--- src/rtl/fetch_ctrl.sv ---
// Instruction fetch controller: issues fetch requests one at a time, buffers returned
// instructions in a small {pc,inst} queue toward decode, and handles control-flow redirects
// by flushing the queue and dropping any fetch still in flight.
module fetch_ctrl #(
    parameter logic [31:0] RESET_PC = 32'h8000_0000,
    parameter int unsigned DEPTH    = 2
) (
    input  logic        clock,
    input  logic        reset,
    output logic [31:0] ifu_pc,
    output logic        ifu_reqValid,
    input  logic        ifu_respValid,
    input  logic [31:0] ifu_inst,
    input  logic        redirect_valid,
    input  logic [31:0] redirect_pc,
    output logic        out_valid,
    input  logic        out_ready,
    output logic [31:0] out_inst,
    output logic [31:0] out_pc
);

    localparam int unsigned     PtrW     = $clog2(DEPTH);
    localparam int unsigned     CntW     = PtrW + 1;
    localparam logic [CntW-1:0] DepthCnt = CntW'(DEPTH);

    typedef enum logic [1:0] {
        StIdle,
        StWait,
        StDrain
    } state_e;

    state_e          state_q;
    logic [31:0]     fetch_pc_q;
    logic [31:0]     req_pc_q;
    logic [PtrW-1:0] wr_ptr_q;
    logic [PtrW-1:0] rd_ptr_q;
    logic [CntW-1:0] count_q;
    logic [31:0]     pc_mem   [DEPTH];
    logic [31:0]     inst_mem [DEPTH];

    logic        push;
    logic        pop;
    logic [31:0] redirect_tgt;
    logic [31:0] fetch_pc_inc;
    logic        unused_redirect_lsb;

    // Request, push/pop and head-of-queue decode
    always_comb begin
        redirect_tgt = {redirect_pc[31:2], 2'b00};
        fetch_pc_inc = fetch_pc_q + 32'd4;
        // WAIT and DRAIN keep presenting the address that was actually issued
        ifu_pc       = (state_q == StIdle) ? fetch_pc_q : req_pc_q;
        // Gated by reset so the request drops the instant reset asserts
        ifu_reqValid = reset && ((state_q != StIdle) ||
                                 ((count_q < DepthCnt) && !redirect_valid));
        // A response is kept only in IDLE (zero-wait) or WAIT, never during a redirect
        push         = ifu_respValid && !redirect_valid &&
                       (((state_q == StIdle) && ifu_reqValid) || (state_q == StWait));
        out_valid    = (count_q != '0);
        out_pc       = pc_mem[rd_ptr_q];
        out_inst     = inst_mem[rd_ptr_q];
        pop          = out_valid && out_ready;
    end

    assign unused_redirect_lsb = ^redirect_pc[1:0];

    // Fetch FSM, fetch address and queue pointers/count
    always_ff @(posedge clock or negedge reset) begin
        if (!reset) begin
            state_q    <= StIdle;
            fetch_pc_q <= RESET_PC;
            req_pc_q   <= RESET_PC;
            wr_ptr_q   <= '0;
            rd_ptr_q   <= '0;
            count_q    <= '0;
        end else begin
            case (state_q)
                StIdle: begin
                    if (redirect_valid) begin
                        fetch_pc_q <= redirect_tgt;
                    end else if (ifu_reqValid) begin
                        if (ifu_respValid) begin
                            fetch_pc_q <= fetch_pc_inc;
                        end else begin
                            req_pc_q <= fetch_pc_q;
                            state_q  <= StWait;
                        end
                    end
                end
                StWait: begin
                    if (redirect_valid) begin
                        fetch_pc_q <= redirect_tgt;
                        // A response arriving with the redirect is dropped right here
                        state_q    <= ifu_respValid ? StIdle : StDrain;
                    end else if (ifu_respValid) begin
                        fetch_pc_q <= fetch_pc_inc;
                        state_q    <= StIdle;
                    end
                end
                StDrain: begin
                    if (redirect_valid) begin
                        fetch_pc_q <= redirect_tgt;
                    end
                    if (ifu_respValid) begin
                        state_q <= StIdle;
                    end
                end
                default: state_q <= StIdle;
            endcase

            // A pop in a redirect cycle is still delivered; the flush wins afterwards
            if (redirect_valid) begin
                wr_ptr_q <= '0;
                rd_ptr_q <= '0;
                count_q  <= '0;
            end else begin
                if (push) begin
                    wr_ptr_q <= wr_ptr_q + PtrW'(1);
                end
                if (pop) begin
                    rd_ptr_q <= rd_ptr_q + PtrW'(1);
                end
                if (push && !pop) begin
                    count_q <= count_q + CntW'(1);
                end else if (pop && !push) begin
                    count_q <= count_q - CntW'(1);
                end
            end
        end
    end

    // Queue storage; never full on push since only one fetch is ever outstanding
    always_ff @(posedge clock) begin
        if (push) begin
            pc_mem[wr_ptr_q]   <= ifu_pc;
            inst_mem[wr_ptr_q] <= ifu_inst;
        end
    end

endmodule

--- config.mk ---
export PLATFORM = sky130hd
export DESIGN_NAME = fetch_ctrl
export DESIGN_NICKNAME = d
export VERILOG_FILES = /design/src/rtl/fetch_ctrl.sv
export SDC_FILE = /design/constraint.sdc
export NUM_CORES = 1
export LEC_CHECK = 0
export ABC_AREA = 0
export CORE_MARGIN = 2
export CORE_UTILIZATION = 44
export CTS_BUF_LIST = sky130_fd_sc_hd__clkbuf_16
export CTS_CLUSTER_DIAMETER = 100
export DETAILED_ROUTE_END_ITERATION = 6
export PLACE_DENSITY = 0.74
export REMOVE_ABC_BUFFERS = 1
export SLEW_MARGIN = 5
export SYNTH_ARGS = -nofsm -noshare
export SYNTH_HDL_FRONTEND = slang
export SYNTH_SLANG_ARGS = --single-unit
--- constraint.sdc ---
create_clock -name clock -period 8 [get_ports clock]
set_input_delay 1.2 -clock clock [delete_from_list [all_inputs] [get_ports clock]]
set_output_delay 1.2 -clock clock [all_outputs]
set_load 0.01 [all_outputs]
==> reports/qor.yml <==
run_status:
  status: "complete, no violations"
pwr:
  cellPowerDensity_nw_per_um2: 234.5
  seqPwrFrac_pct: 49.1
  swShare_pct: 26.54
  vdd_drop_max_mv: 0.1561
  p_sw_mw: 0.6655
  internal_power_mw: 1.842
  leakagePower_nw: 3.806
  p_clk_share_pct: 33.9
  comb_power_share_pct: 17.0
logic_synthesis:
  ys_seq_area_share_pct: 64.02
  avgSynthCellArea_um2: 14.02
  synth_cells: 599
  async_flop_share_pct: 34.74
  yosysMostFrequentCell: "edfxtp_1"
  synth_area_um2: 8401
  synth_area_leaders: "edfxtp_1 44%, dfrtp_1 19%, mux2_2 16%"
  synth_edf_count: 124
  ys_types: 61
  synth_top_area_share_pct: 44.33
  synth_seq_cells: 190
  synth_common_cells: "124 x edfxtp_1, 120 x mux2_2, 64 x dfrtp_1"
  synth_ff_type: "edfxtp_1"
  yosysTopAreaCell: "edfxtp_1"
  ys_warn_count: 0
global_routing:
  grtUsageTotal_pct: 19.29
  antenna_found_initial: 0
  grt_max_degree: 70
  grt_pass1_wl_mm: 30.09
  grt_pass1_vias: 5722
  globalRouteOverflowTotal: 0
routing:
  wl_met3_mm: 1.326
  dr.max_layer_used: "met4"
  drt-initial-drc-count: 436
  vias: 5534
  wl_mm: 18.92
  routedWlPerCell_um: 19.03
  ant_nets: 0
  drc: 0
  firstDrtPassIters: 5
  vias_per_cell: 5.567
  wl_met1_mm: 8.310
  wl_met2_mm: 8.915
worst_hold_path:
  hold_path_class: "flip-flop to flip-flop"
  holdPathStages: 2
  hold_end: "req_pc_q[22]"
  min-delay-start: "req_pc_q[22]"
worst_setup_path:
  cpMaxStageDelayCell: "nor2_2"
  criticalPathCategory: "flip-flop to output port"
  rr_endpoint: "req_pc_q[30]"
  cp.required_ns: 6.80
  rr_worst_depth: 5
  startpoint_type: "flip-flop"
  max_stage_delay_ns: 0.69
  critical_path_arrival_ns: 2.94
  critPathMaxFanout: 17
  timing.rr.start: "state_q[0]"
  worstPathCellList: "nor2_2, buf_4, mux2_2, clkdlybuf4s50_1"
  reg2reg_slack_ns: 4.99
  critPathCaptureType: "output port"
timing:
  rsz0062_at_grt: "false"
  fmax_ghz: 0.2417
  fin_crit_sh_pct: 51.72
  whs_ns: 0.4790
  hold_viol_final: 0
  setup_viol: 0
  slew_headroom_pct: 34.89
  finalSetupTns_ns: 0
  worst_pin_slew_ns: 0.9744
  skew_ns: 0.009706
  slew_violations: 0
  fin_crit_ns: 4.138
layout:
  nets: 817
  post-route-util_pct: 57.17
  final_cell_area_um2: 10690
  drive_gt1_share_pct: 23.29
  final_cells: 994
  syn_to_final_growth_pct: 27.30
  nFillCells: 1477
  antenna_cells: 0
  multi_input_area_um2: 2776
  ff_latch_area_um2: 5379
cts:
  htreeDepth: 4
  clock-root-buffer: "clkbuf_16"
  clock_latency_ns: 0.43
  cts.sinks: 190
  clkTransAtPathRegs_ns: 0.08
  cts_tree: "built"
  clockBufferDepth: 2
  cts_setup_buffers: 0
  hold_buffers: 0
  post_cts_resize_count: 0
  cts_made_buffers: 17
floorplan:
  rows: 50
  die_width_um: 142.2
  die_h_um: 142.2
  start_util_pct: 44.91
  core_um2: 18710
  num_io_pins: 167
  die_area_um2: 20210
place:
  dp_hpwl_mm: 12.49
  place_area_um2: 10100
  placedCellCount: 962
  place_congestion: 0.8817
  portBuffers: 160
job:
  maxCapViolations: 0
-- kinds of logic after synthesis --
kind of cell	Yosys count	share of synthesized area [%]
flops	190	64.02
simple gates	150	9.428
mux	121	16.20
compound gates	90	6.733
buf+inv	44	3.217
xor+xnor	2	0.2086
fa+ha+maj	1	0.1489
other cells	1	0.04464
-- layout by cell type, fill, tap and decap left out, types with 5 or more instances in the layout --
cell and count:
nand2_1 37, edfxtp_1 124, and4_1 6, clkdlybuf4s50_1 159
o21ai_0 22, nor2_1 32, dfrtp_1 63, buf_4 6
o22ai_1 7, a21oi_1 29, nand3_1 16, and3_1 7
nand4_1 12, nor3_1 6, mux2_2 120, clkbuf_16 17
inv_8 6, a31oi_1 5, a2bb2oi_1 6
-- layer usage --
layer	track usage [%]	up-vias
li1	-	2556
met1	25.07	2728
met2	31.20	221
met3	4.610	29
met4	8.000	0
met5	0	-
-- area by class of cell --
class | count | area share, %
multi-input combinational | 368 | 25.96
sequential | 190 | 50.30
inverter | 4 | 0.1404
clock inverter | 15 | 1.533
tap | 234 | 2.738
timing repair buffer | 166 | 15.35
clock buffer | 17 | 3.978
-- flip-flops by register name (all words and copies together), names as in the netlist --
name / cells
fetch_pc_q: 30
inst_mem: 64
state_q: 2
req_pc_q: 30
pc_mem: 60
wr_ptr_q: 1
count_q: 2
rd_ptr_q: 1
-- critical path: cells and delay by family, from the launching register on --
kind / cells / cell delay [ns]
simple gates: 1 / 0.69
buf+inv: 2 / 0.91
mux: 1 / 0.39
flops: 1 / 0.50
-- power by group through the flow --
stage,clock [mW],sequential [mW],combinational (mW)
after floorplan,0,1.23,0.229
after global routing,0.910,1.24,0.464
final,0.850,1.23,0.427
after CTS,0.868,1.23,0.433
after global placement,0,1.24,0.418
after detailed placement,0,1.25,0.430
-- how the worst max path moves through the flow --
stage                     startpoint        endpoint  slack, ns
after floorplan                reset  inst_mem[0][0]       3.35
after global placement         reset   pc_mem[0][17]       3.63
after detailed placement       reset   pc_mem[0][17]       3.51
after CTS                 state_q[0]      ifu_pc[23]       3.81
after global routing      state_q[0]      ifu_pc[30]       3.67
final                     state_q[0]      ifu_pc[21]       3.86
-- stage by stage --
stage,worst slack [ns],power [mW]
after floorplan,3.351,1.462
after CTS,3.812,2.530
after global routing,3.671,2.617
final,3.862,2.508
after detailed placement,3.506,1.680
after global placement,3.633,1.660
Note: power is estimated with default switching activity, not from simulation.
